`config.mk`:
```
export PLATFORM = sky130hd
export DESIGN_NAME = mips_decode_stage_flat
export DESIGN_NICKNAME = d
export VERILOG_FILES = /design/src/rtl/mips_pkg.sv /design/src/rtl/mips_decode_stage_if.sv /design/src/rtl/mips_ctrl_decode.sv /design/src/rtl/mips_decode_stage.sv /design/src/flat_wrapper.sv
export SDC_FILE = /design/constraint.sdc
export NUM_CORES = 1
export LEC_CHECK = 0
export BUFFER_PORTS_ARGS = -buffer_cell sky130_fd_sc_hd__buf_2
export CORE_ASPECT_RATIO = 1.2
export CORE_MARGIN = 2
export CORE_UTILIZATION = 46
export CTS_CLUSTER_SIZE = 20
export DETAILED_ROUTE_END_ITERATION = 8
export HOLD_SLACK_MARGIN = 0.1
export PLACE_DENSITY = 0.85
export SYNTH_ARGS = -nofsm -noshare
export SYNTH_HDL_FRONTEND = slang
export SYNTH_SLANG_ARGS = --single-unit
```
`constraint.sdc`:
```
create_clock -name clk -period 2.79 [get_ports clk]
set_input_delay 0.558 -clock clk [delete_from_list [all_inputs] [get_ports clk]]
set_output_delay 0.558 -clock clk [all_outputs]
set_load 0.03 [all_outputs]
```
`src/rtl/mips_pkg.sv`:
```
// Shared MIPS decode constants: opcodes, funct codes, ALU ops, reg_dst encodings,
// the control bundle and the decode-stage FSM states.
package mips_pkg;

  localparam logic [5:0] OP_RTYPE = 6'h00;
  localparam logic [5:0] OP_J     = 6'h02;
  localparam logic [5:0] OP_JAL   = 6'h03;
  localparam logic [5:0] OP_BEQ   = 6'h04;
  localparam logic [5:0] OP_BNE   = 6'h05;
  localparam logic [5:0] OP_ADDI  = 6'h08;
  localparam logic [5:0] OP_ADDIU = 6'h09;
  localparam logic [5:0] OP_SLTIU = 6'h0B;
  localparam logic [5:0] OP_ORI   = 6'h0D;
  localparam logic [5:0] OP_LUI   = 6'h0F;
  localparam logic [5:0] OP_LW    = 6'h23;
  localparam logic [5:0] OP_SW    = 6'h2B;

  localparam logic [5:0] FN_JR      = 6'h08;
  localparam logic [5:0] FN_SYSCALL = 6'h0C;
  localparam logic [5:0] FN_ADD     = 6'h20;
  localparam logic [5:0] FN_ADDU    = 6'h21;
  localparam logic [5:0] FN_SUB     = 6'h22;
  localparam logic [5:0] FN_AND     = 6'h24;
  localparam logic [5:0] FN_OR      = 6'h25;
  localparam logic [5:0] FN_SLT     = 6'h2A;

  localparam logic [2:0] ALU_AND = 3'b000;
  localparam logic [2:0] ALU_OR  = 3'b001;
  localparam logic [2:0] ALU_ADD = 3'b010;
  localparam logic [2:0] ALU_SUB = 3'b110;
  localparam logic [2:0] ALU_SLT = 3'b111;

  localparam logic [1:0] REGDST_RT = 2'd0;
  localparam logic [1:0] REGDST_RD = 2'd1;
  localparam logic [1:0] REGDST_RA = 2'd2;

  typedef struct packed {
    logic [1:0] reg_dst;
    logic       jump;
    logic       jump_link;
    logic       jump_reg;
    logic       branch;
    logic       branch_ne;
    logic       mem_read;
    logic       mem_to_reg;
    logic       mem_write;
    logic       alu_src;
    logic       reg_write;
    logic [2:0] alu_op;
    logic       is_syscall;
    logic       illegal;
  } ctrl_t;

  typedef enum logic {ST_RUN = 1'b0, ST_HALT = 1'b1} state_t;

endpackage

```
`src/rtl/mips_decode_stage_if.sv`:
```
// Fetch-side, execute-side and hazard signals of the decode stage.
// Optional DECODE_PERF_CNT_EN adds the performance counter outputs.
interface mips_decode_stage_if #(
  parameter int XLEN    = 32,
  parameter int REG_AW  = 5,
  parameter int ALUOP_W = 3
);
  logic              in_valid, in_ready, flush, ex_memread, out_valid, out_ready;
  logic [XLEN-1:0]   instr_in, pc_in, vreg, out_pc, imm_ext;
  logic [REG_AW-1:0] ex_rt, rs, rt, rd;
  logic [1:0]        reg_dst;
  logic              jump, jump_link, jump_reg, branch, branch_ne;
  logic              mem_read, mem_to_reg, mem_write, alu_src, reg_write;
  logic [ALUOP_W-1:0] alu_op;
  logic              is_syscall, illegal, halted;
`ifdef DECODE_PERF_CNT_EN
  logic [31:0]       stall_cnt, bubble_cnt, illegal_cnt;
`endif

  modport slave (
    input  in_valid, instr_in, pc_in, flush, ex_memread, ex_rt, vreg, out_ready,
    output in_ready, out_valid, out_pc, rs, rt, rd, imm_ext, reg_dst,
           jump, jump_link, jump_reg, branch, branch_ne, mem_read, mem_to_reg,
           mem_write, alu_src, reg_write, alu_op, is_syscall, illegal, halted
`ifdef DECODE_PERF_CNT_EN
    , output stall_cnt, bubble_cnt, illegal_cnt
`endif
  );

  modport master (
    output in_valid, instr_in, pc_in, flush, ex_memread, ex_rt, vreg, out_ready,
    input  in_ready, out_valid, out_pc, rs, rt, rd, imm_ext, reg_dst,
           jump, jump_link, jump_reg, branch, branch_ne, mem_read, mem_to_reg,
           mem_write, alu_src, reg_write, alu_op, is_syscall, illegal, halted
`ifdef DECODE_PERF_CNT_EN
    , input stall_cnt, bubble_cnt, illegal_cnt
`endif
  );
endinterface

```
`src/rtl/mips_ctrl_decode.sv`:
```
// Combinational decoder: opcode/funct/imm16 to control bundle, extended immediate
// and whether the instruction reads rt (used for load-use hazard detection).
module mips_ctrl_decode
  import mips_pkg::*;
#(
  parameter int XLEN = 32
) (
  input  logic [5:0]      op,
  input  logic [15:0]     imm16,
  output ctrl_t           ctrl,
  output logic [XLEN-1:0] imm_ext,
  output logic            reads_rt
);
  logic [5:0] funct;
  assign funct = imm16[5:0];

  always_comb begin
    unique case (op)
      OP_ORI:  imm_ext = {{(XLEN-16){1'b0}}, imm16};
      OP_LUI:  imm_ext = XLEN'({imm16, 16'h0000});
      default: imm_ext = {{(XLEN-16){imm16[15]}}, imm16};
    endcase
  end

  always_comb begin
    ctrl     = '0;
    reads_rt = 1'b0;
    case (op)
      OP_RTYPE: begin
        reads_rt = 1'b1;
        case (funct)
          FN_ADD, FN_ADDU: begin ctrl.reg_dst = REGDST_RD; ctrl.reg_write = 1'b1; ctrl.alu_op = ALU_ADD; end
          FN_SUB:          begin ctrl.reg_dst = REGDST_RD; ctrl.reg_write = 1'b1; ctrl.alu_op = ALU_SUB; end
          FN_AND:          begin ctrl.reg_dst = REGDST_RD; ctrl.reg_write = 1'b1; ctrl.alu_op = ALU_AND; end
          FN_OR:           begin ctrl.reg_dst = REGDST_RD; ctrl.reg_write = 1'b1; ctrl.alu_op = ALU_OR;  end
          FN_SLT:          begin ctrl.reg_dst = REGDST_RD; ctrl.reg_write = 1'b1; ctrl.alu_op = ALU_SLT; end
          FN_JR:           ctrl.jump_reg   = 1'b1;
          FN_SYSCALL:      ctrl.is_syscall = 1'b1;
          default:         ctrl.illegal    = 1'b1;
        endcase
      end
      OP_J:   ctrl.jump = 1'b1;
      OP_JAL: begin
        ctrl.jump = 1'b1; ctrl.jump_link = 1'b1; ctrl.reg_write = 1'b1; ctrl.reg_dst = REGDST_RA;
      end
      OP_BEQ: begin reads_rt = 1'b1; ctrl.branch = 1'b1; ctrl.alu_op = ALU_SUB; end
      OP_BNE: begin reads_rt = 1'b1; ctrl.branch = 1'b1; ctrl.branch_ne = 1'b1; ctrl.alu_op = ALU_SUB; end
      OP_ADDI, OP_ADDIU, OP_LUI: begin ctrl.alu_src = 1'b1; ctrl.reg_write = 1'b1; ctrl.alu_op = ALU_ADD; end
      OP_ORI:   begin ctrl.alu_src = 1'b1; ctrl.reg_write = 1'b1; ctrl.alu_op = ALU_OR;  end
      OP_SLTIU: begin ctrl.alu_src = 1'b1; ctrl.reg_write = 1'b1; ctrl.alu_op = ALU_SLT; end
      OP_LW: begin
        ctrl.alu_src = 1'b1; ctrl.mem_read = 1'b1; ctrl.mem_to_reg = 1'b1;
        ctrl.reg_write = 1'b1; ctrl.alu_op = ALU_ADD;
      end
      OP_SW: begin reads_rt = 1'b1; ctrl.alu_src = 1'b1; ctrl.mem_write = 1'b1; ctrl.alu_op = ALU_ADD; end
      default: ctrl.illegal = 1'b1;
    endcase
  end
endmodule

```
`src/rtl/mips_decode_stage.sv`:
```
// Registered decode stage: one-cycle latency, load-use stall, flush, sticky SYSCALL-exit halt.
// Optional DECODE_PERF_CNT_EN adds saturating stall/bubble/illegal counters.
module mips_decode_stage
  import mips_pkg::*;
#(
  parameter int          XLEN      = 32,
  parameter int          REG_AW    = 5,
  parameter int          ALUOP_W   = 3,
  parameter int unsigned EXIT_CODE = 10
) (
  input logic              clk,
  input logic              reset,
  mips_decode_stage_if.slave bus
);
  ctrl_t             dec_ctrl, ctrl_q;
  logic [XLEN-1:0]   dec_imm, imm_q, pc_q;
  logic [REG_AW-1:0] in_rs, in_rt, in_rd, rs_q, rt_q, rd_q;
  logic              reads_rt, hazard, down_free, accept, out_valid_q;
  state_t            state, state_nxt;

  mips_ctrl_decode #(.XLEN(XLEN)) u_ctrl_decode (
    .op       (bus.instr_in[31:26]),
    .imm16    (bus.instr_in[15:0]),
    .ctrl     (dec_ctrl),
    .imm_ext  (dec_imm),
    .reads_rt (reads_rt)
  );

  assign in_rs = REG_AW'(bus.instr_in[25:21]);
  assign in_rt = REG_AW'(bus.instr_in[20:16]);
  assign in_rd = REG_AW'(bus.instr_in[15:11]);

  assign hazard = bus.ex_memread && (bus.ex_rt != '0) &&
                  ((bus.ex_rt == in_rs) || (reads_rt && (bus.ex_rt == in_rt)));
  assign down_free = !out_valid_q || bus.out_ready;
  assign accept    = bus.in_valid && bus.in_ready;

  always_ff @(posedge clk) begin
    if (reset) state <= ST_RUN;
    else       state <= state_nxt;
  end

  // accept already excludes flush, so a flushed exit SYSCALL never halts.
  always_comb begin
    state_nxt = state;
    case (state)
      ST_RUN:  if (accept && dec_ctrl.is_syscall && (bus.vreg == XLEN'(EXIT_CODE))) state_nxt = ST_HALT;
      ST_HALT: state_nxt = ST_HALT;
      default: state_nxt = ST_RUN;
    endcase
  end

  always_comb begin
    bus.in_ready = (state == ST_RUN) && !hazard && !bus.flush && down_free;
    bus.halted   = (state == ST_HALT);
  end

  always_ff @(posedge clk) begin
    if (reset) begin
      out_valid_q <= 1'b0;
      ctrl_q      <= '0;
      imm_q       <= '0;
      pc_q        <= '0;
      rs_q        <= '0;
      rt_q        <= '0;
      rd_q        <= '0;
    end else if (bus.flush) begin
      out_valid_q <= 1'b0;
    end else if (accept) begin
      out_valid_q <= 1'b1;
      ctrl_q      <= dec_ctrl;
      imm_q       <= dec_imm;
      pc_q        <= bus.pc_in;
      rs_q        <= in_rs;
      rt_q        <= in_rt;
      rd_q        <= in_rd;
    end else if (down_free) begin
      out_valid_q <= 1'b0;
    end
  end

  assign bus.out_valid  = out_valid_q;
  assign bus.out_pc     = pc_q;
  assign bus.rs         = rs_q;
  assign bus.rt         = rt_q;
  assign bus.rd         = rd_q;
  assign bus.imm_ext    = imm_q;
  assign bus.reg_dst    = ctrl_q.reg_dst;
  assign bus.jump       = ctrl_q.jump;
  assign bus.jump_link  = ctrl_q.jump_link;
  assign bus.jump_reg   = ctrl_q.jump_reg;
  assign bus.branch     = ctrl_q.branch;
  assign bus.branch_ne  = ctrl_q.branch_ne;
  assign bus.mem_read   = ctrl_q.mem_read;
  assign bus.mem_to_reg = ctrl_q.mem_to_reg;
  assign bus.mem_write  = ctrl_q.mem_write;
  assign bus.alu_src    = ctrl_q.alu_src;
  assign bus.reg_write  = ctrl_q.reg_write;
  assign bus.alu_op     = ALUOP_W'(ctrl_q.alu_op);
  assign bus.is_syscall = ctrl_q.is_syscall;
  assign bus.illegal    = ctrl_q.illegal;

`ifdef DECODE_PERF_CNT_EN
  logic [31:0] stall_cnt_q, bubble_cnt_q, illegal_cnt_q;
  logic        bubble;

  // A bubble is a hazard stall that would otherwise have advanced the pipe.
  assign bubble = bus.in_valid && hazard && !bus.flush && (state == ST_RUN) && down_free;

  always_ff @(posedge clk) begin
    if (reset) begin
      stall_cnt_q   <= '0;
      bubble_cnt_q  <= '0;
      illegal_cnt_q <= '0;
    end else begin
      if (bus.in_valid && hazard && (stall_cnt_q != '1)) stall_cnt_q <= stall_cnt_q + 32'd1;
      if (bubble && (bubble_cnt_q != '1))                bubble_cnt_q <= bubble_cnt_q + 32'd1;
      if (accept && dec_ctrl.illegal && (illegal_cnt_q != '1)) illegal_cnt_q <= illegal_cnt_q + 32'd1;
    end
  end

  assign bus.stall_cnt   = stall_cnt_q;
  assign bus.bubble_cnt  = bubble_cnt_q;
  assign bus.illegal_cnt = illegal_cnt_q;
`endif
endmodule

```
`src/flat_wrapper.sv`:
```
// flat-port wrapper written by rule: the top's interface ports become plain ports
module mips_decode_stage_flat import mips_pkg::*;
#(
  parameter int          XLEN      = 32,
  parameter int          REG_AW    = 5,
  parameter int          ALUOP_W   = 3,
  parameter int unsigned EXIT_CODE = 10
)
  (clk, reset, bus_in_valid, bus_instr_in, bus_pc_in, bus_flush, bus_ex_memread, bus_ex_rt, bus_vreg, bus_out_ready, bus_in_ready, bus_out_valid, bus_out_pc, bus_rs, bus_rt, bus_rd, bus_imm_ext, bus_reg_dst, bus_jump, bus_jump_link, bus_jump_reg, bus_branch, bus_branch_ne, bus_mem_read, bus_mem_to_reg, bus_mem_write, bus_alu_src, bus_reg_write, bus_alu_op, bus_is_syscall, bus_illegal, bus_halted);
  mips_decode_stage_if #(.XLEN(XLEN), .REG_AW(REG_AW), .ALUOP_W(ALUOP_W)) bus_i ();
  input logic clk;
  input logic reset;
  input wire logic [$bits(bus_i.in_valid)-1:0] bus_in_valid;
  input wire logic [$bits(bus_i.instr_in)-1:0] bus_instr_in;
  input wire logic [$bits(bus_i.pc_in)-1:0] bus_pc_in;
  input wire logic [$bits(bus_i.flush)-1:0] bus_flush;
  input wire logic [$bits(bus_i.ex_memread)-1:0] bus_ex_memread;
  input wire logic [$bits(bus_i.ex_rt)-1:0] bus_ex_rt;
  input wire logic [$bits(bus_i.vreg)-1:0] bus_vreg;
  input wire logic [$bits(bus_i.out_ready)-1:0] bus_out_ready;
  output wire logic [$bits(bus_i.in_ready)-1:0] bus_in_ready;
  output wire logic [$bits(bus_i.out_valid)-1:0] bus_out_valid;
  output wire logic [$bits(bus_i.out_pc)-1:0] bus_out_pc;
  output wire logic [$bits(bus_i.rs)-1:0] bus_rs;
  output wire logic [$bits(bus_i.rt)-1:0] bus_rt;
  output wire logic [$bits(bus_i.rd)-1:0] bus_rd;
  output wire logic [$bits(bus_i.imm_ext)-1:0] bus_imm_ext;
  output wire logic [$bits(bus_i.reg_dst)-1:0] bus_reg_dst;
  output wire logic [$bits(bus_i.jump)-1:0] bus_jump;
  output wire logic [$bits(bus_i.jump_link)-1:0] bus_jump_link;
  output wire logic [$bits(bus_i.jump_reg)-1:0] bus_jump_reg;
  output wire logic [$bits(bus_i.branch)-1:0] bus_branch;
  output wire logic [$bits(bus_i.branch_ne)-1:0] bus_branch_ne;
  output wire logic [$bits(bus_i.mem_read)-1:0] bus_mem_read;
  output wire logic [$bits(bus_i.mem_to_reg)-1:0] bus_mem_to_reg;
  output wire logic [$bits(bus_i.mem_write)-1:0] bus_mem_write;
  output wire logic [$bits(bus_i.alu_src)-1:0] bus_alu_src;
  output wire logic [$bits(bus_i.reg_write)-1:0] bus_reg_write;
  output wire logic [$bits(bus_i.alu_op)-1:0] bus_alu_op;
  output wire logic [$bits(bus_i.is_syscall)-1:0] bus_is_syscall;
  output wire logic [$bits(bus_i.illegal)-1:0] bus_illegal;
  output wire logic [$bits(bus_i.halted)-1:0] bus_halted;
  assign bus_i.in_valid = bus_in_valid;
  assign bus_i.instr_in = bus_instr_in;
  assign bus_i.pc_in = bus_pc_in;
  assign bus_i.flush = bus_flush;
  assign bus_i.ex_memread = bus_ex_memread;
  assign bus_i.ex_rt = bus_ex_rt;
  assign bus_i.vreg = bus_vreg;
  assign bus_i.out_ready = bus_out_ready;
  assign bus_in_ready = bus_i.in_ready;
  assign bus_out_valid = bus_i.out_valid;
  assign bus_out_pc = bus_i.out_pc;
  assign bus_rs = bus_i.rs;
  assign bus_rt = bus_i.rt;
  assign bus_rd = bus_i.rd;
  assign bus_imm_ext = bus_i.imm_ext;
  assign bus_reg_dst = bus_i.reg_dst;
  assign bus_jump = bus_i.jump;
  assign bus_jump_link = bus_i.jump_link;
  assign bus_jump_reg = bus_i.jump_reg;
  assign bus_branch = bus_i.branch;
  assign bus_branch_ne = bus_i.branch_ne;
  assign bus_mem_read = bus_i.mem_read;
  assign bus_mem_to_reg = bus_i.mem_to_reg;
  assign bus_mem_write = bus_i.mem_write;
  assign bus_alu_src = bus_i.alu_src;
  assign bus_reg_write = bus_i.reg_write;
  assign bus_alu_op = bus_i.alu_op;
  assign bus_is_syscall = bus_i.is_syscall;
  assign bus_illegal = bus_i.illegal;
  assign bus_halted = bus_i.halted;
  mips_decode_stage #(.XLEN(XLEN), .REG_AW(REG_AW), .ALUOP_W(ALUOP_W), .EXIT_CODE(EXIT_CODE)) u_core (.clk(clk), .reset(reset), .bus(bus_i));
endmodule
```
Yosys cells after proc, flatten, opt, wreduce, memory -nomap -nowiden
Cells that the tools add are included.

Equal/unequal tests: 22. Mux-type cells: 24. Bitwise gates (word level): 2. Reductions and logical operators: 29.

Operator list (count): case mux 32 bit (2 select lines) (1); == test 6 bit, second input constant (8); == test 6 x 4 -> 1 bit, second input constant (7); == test 32 x 4 -> 1 bit, second input constant (1); case mux 4 bit (5 select lines) (1); two-way mux 1 bit (16); case mux 3 bit (5 select lines) (1); OR reduction 7 bit (2); == test 6 x 2 -> 1 bit, second input constant (2); == test 6 x 3 -> 1 bit, second input constant (2); OR reduction 11 bit (1); == test 5 bit (2); logical AND 1 bit (9); OR reduction 2 bit (4); OR reduction 8 bit (1); logical NOT 6 bit (1); case mux 1 bit (2 select lines) (3); OR reduction 6 bit (1); nonzero test 5 bit (1); OR reduction 5 bit (1); case mux 2 bit (2 select lines) (1); OR reduction 4 bit (1); logical NOT 1 bit (3); logical OR 1 bit (2); other kinds (4) (5).

Bits in registers: 98. Output and inout port bits: 99. Logic and storage cells: 98.

Logic depth before layout (Yosys ltp)
Word-level depth: 15. Gate-level depth with buffers: 9.

Cells and area by module
Synthesis repeated with hierarchy kept, for this count alone.

Cell total of the unflattened synthesis: 810. Area total of the unflattened synthesis: 6760.2 um^2.

By module, submodules not included: mips_decode_stage (instances 1, cells an instance 699, area each 6080.8 um^2, sequential area each 1961.9 um^2); mips_ctrl_decode (instances 1, cells an instance 111, area each 679.4 um^2, sequential area each 0.0 um^2).

Worst setup path before layout
OpenSTA, ideal clock, no wires.

Path type: in2out. Start point: input bus_ex_rt[0]. End point: output bus_in_ready. Arrival: 2019 ps. Data required time: 2232 ps. Slack: 213 ps. Cell stages on the path: 4. Path buffers: 0. Cell sequence: or4_1 o21ai_1 nor4b_1 nor3_1.

Word-level cells in the longest chain between the ends: 8.

RTL lines: start: declaration (RTL line flat_wrapper.sv:18) `input wire logic [$bits(bus_i.ex_rt)-1:0] bus_ex_rt;`; == test 5 bit (RTL line mips_decode_stage.sv:34) `((bus.ex_rt == in_rs) || (reads_rt && (bus.ex_rt == in_rt)));`; logical AND 1 bit (RTL line mips_decode_stage.sv:34); logical OR 1 bit (RTL line mips_decode_stage.sv:34); logical AND 1 bit * (RTL line mips_decode_stage.sv:33) `assign hazard = bus.ex_memread && (bus.ex_rt != '0) &&`; logical NOT 1 bit * (RTL line mips_decode_stage.sv:54) `bus.in_ready = (state == ST_RUN) && !hazard && !bus.flush && down_free;`; logical AND 1 bit * (3 in series) (RTL line mips_decode_stage.sv:54); end: declaration (RTL line flat_wrapper.sv:21) `output wire logic [$bits(bus_i.in_ready)-1:0] bus_in_ready;`.

Every way passes the cells marked *; elsewhere a longest branch is shown, timed or not.

Worst setup path in the final report
Start point: input bus_instr_in[28]. End point: output bus_in_ready.

Word-level cells in the longest chain between the ends: 10.

RTL lines: start: declaration (RTL line flat_wrapper.sv:14) `input wire logic [$bits(bus_i.instr_in)-1:0] bus_instr_in;`; == test 6 bit, or another cell as far along (RTL line mips_ctrl_decode.sv:28) `case (op)`; OR reduction 4 bit (no source line) *; two-way mux 1 bit * (RTL line mips_ctrl_decode.sv:28); logical AND 1 bit * (RTL line mips_decode_stage.sv:34); logical OR 1 bit * (RTL line mips_decode_stage.sv:34); logical AND 1 bit * (RTL line mips_decode_stage.sv:33); logical NOT 1 bit * (RTL line mips_decode_stage.sv:54); logical AND 1 bit * (3 in series) (RTL line mips_decode_stage.sv:54).

Marks and branches as above.

==> impl_metrics.yaml <==
run_status:
  status: "finished, final reports clean"
placed_design:
  dp_hpwl_um: 8710
  dp.cells: 756
  place_congestion: 0.868
  port-buffer-count: 205
  dpl_worst_slack_ns: 0.0376
  postPlaceCellArea_mm2: 0.00528
critical_path:
  worst-path-max-fanout: 14
  critPathCaptureType: "primary output"
  start_kind: "primary input"
  r2r-start: "u_core.bus.out_valid"
  r2r_cells: 7
  r2r-end: "u_core.bus.rd[0]"
  arrival_ns: 1.99
  worstPathRequired_ns: 2.23
  crit_type: "in2out"
  rrSetupSlack_ns: 0.78
yosys:
  yosys.cell_count.top_type: "dfxtp_1"
  synth_edf_count: 0
  syn_nets: 566
  ys_async_sr_fraction: 0
  ys_seq_area_frac: 0.465
  synth_area_leaders: "dfxtp_1 47%, mux2i_1 13%, nor2_1 7.6%, a21oi_1 5.0%, nand2b_1 3.8%"
  synth_area_mm2: 0.00413
  netlist_instances: 459
  ys_warn_count: 0
  ys_types: 39
  syn_area_per_cell_um2: 9.00
  synth_seq_cells: 96
  synth_area_leader_cell: "dfxtp_1"
  synth.top_cell.area_share: 0.465
  synth_commonest_cells: "96 x dfxtp_1, 84 x nor2_1, 54 x mux2i_1, 41 x a21oi_1, 25 x nand2b_1"
  synth-main-ff-cell: "dfxtp_1"
floorplanning:
  num_rows: 37
  die-area_mm2: 0.00976
  die_w_um: 90.5
  io_pins: 206
  dieHeight_um: 108
  start_util: 0.477
  coreArea_mm2: 0.00866
detailed_routing:
  ant_nets: 0
  drt_wl_total_um: 11200
  wire_per_inst_um: 14.6
  dr.first_iter.drc_count: 271
  drc: 0
  firstDrtPassIters: 4
  vias_per_cell: 5.20
  vias: 4013
power:
  p_sw_mw: 0.881
  seq_power_share: 0.509
  power.share.combinational: 0.200
  p_leak_nw: 2.48
  vdd_ir_drop_max_uv: 325
  power_frac_clock: 0.291
  p_sw_frac: 0.304
  pwr_density_cell_mw_per_mm2: 531
  internal_power_mw: 2.01
  total_power_mw: 2.90
sta:
  max_freq_mhz: 393
  final.setup.tns_ns: 0
  setup_viol: 0
  setup_slack_ns: 0.243
  hold_viol_final: 0
  skew_ns: 0.00708
  maxSlewViolCount: 0
  post-route-min-period_ns: 2.55
  tightest_slew_ns: 0.935
  hold_slack_ns: 0.375
  finalCritPeriodShare: 0.913
  maxSlewHeadroom: 0.377
  rsz0062_at_grt: "false"
cts:
  clock-sinks: 96
  htreeDepth: 3
  clock_latency_ns: 0.36
  postCtsSetupBuffers: 0
  clockRootBuffer: "clkbuf_8"
  clockBufferDepth: 2
  cts_made_buffers: 9
  clkTransAtPathRegs_ns: 0.09
  cts_tree: "built"
  cts_resized: 0
  hold_buffers: 0
global_route:
  grt-ovfl-total: 0
  grt.total_usage: 0.224
  grt_max_degree: 97
  grt_pass1_vias: 3931
  grt_antenna_before_repair: 0
  grt_pass1_wl_um: 17900
final_layout:
  design_area_mm2: 0.00546
  antenna_cells: 0
  final_core_util: 0.630
  n_fill_cell: 749
  fin_cells: 772
  area_delta_synth_final_pct: 32.1
  drive_gt1_frac: 0.359
  nNetsFinal: 757
hold_path:
  hold_end: "u_core.bus.out_valid"
  whs_path_depth: 2
  hp-start: "bus_flush"
  min_path_type: "in2reg"
run:
  drv_cap: 0
worst max-delay path by stage:
stage / slack [ns] / from / endpoint
floorplan: 0.21 / bus_ex_rt[0] / bus_in_ready
global placement: 0.14 / bus_ex_rt[0] / u_core.bus.rd[3]
detailed placement: 0.04 / bus_ex_rt[0] / u_core.bus.rd[0]
CTS: 0.23 / bus_instr_in[28] / bus_in_ready
global route: 0.07 / bus_instr_in[28] / bus_in_ready
finish: 0.24 / bus_instr_in[28] / bus_in_ready
worst max-delay path: stages:
cell      delay, ns
buf_2          0.08
buf_4          0.17
nand2b_1       0.13
a22oi_1        0.09
nor4b_1        0.61
nor3_1         0.14
buf_2          0.21
kinds of logic (layout without fill, tap and decap cells):
kind of cell,count (synthesis),after routing,synth area share
and+or+nand+nor,184,184,0.223
muxes,54,54,0.131
xor gates and xnor gates,11,11,0.0233
buffers and inverters,40,236,0.0503
DFF,96,96,0.465
AOI/OAI and AO/OA,74,74,0.107
area by class of cell:
| class | instances | area (µm²) | area share |
|---|---|---|---|
| Inverter | 3 | 11.3 | 0.00206 |
| Clock inverter | 5 | 40.0 | 0.00734 |
| Multi-Input combinational cell | 323 | 2020 | 0.370 |
| Clock buffer | 11 | 141 | 0.0259 |
| Sequential cell | 96 | 1920 | 0.352 |
| Timing Repair Buffer | 217 | 1180 | 0.216 |
| Tap cell | 117 | 146 | 0.0268 |
layer usage:
layer,global-route usage,up-vias,part of all wire
met5,0,-,0
met4,0.0956,0,0.028
met3,0.0455,30,0.061
met2,0.391,157,0.50
met1,0.267,1841,0.42
li1,-,1985,-
layout by cell type (no fill, tap or decap), types with 2 or more instances in the layout:
master,netlist,layout
nor4_1,10,9
buf_4,12,7
nand2_1,6,6
nor4b_1,3,3
nand2b_1,25,25
nor2b_1,5,5
clkbuf_8,0,10
buf_12,0,5
and3_1,2,2
dfxtp_1,96,96
nor3b_1,2,2
nor2_1,84,84
xnor2_1,8,8
a21oi_1,41,41
o21ai_0,6,6
xor2_1,3,3
a311oi_1,3,3
mux2i_1,54,54
nor3_1,9,9
clkinvlp_4,0,3
nand4_1,6,6
or3_1,4,4
inv_1,3,3
buf_2,4,205
and2_1,2,2
nand3_1,20,20
a211oi_1,17,17
power by group through the flow:
stage	registers, mW	clock network, mW	logic (mW)
final	1.47	0.843	0.579
after global routing	1.48	0.908	0.627
after CTS	1.47	0.864	0.582
after detailed placement	1.50	0	0.581
after global placement	1.50	0	0.564
after floorplan	1.64	0	0.233
(Power assumes the default switching activity.)
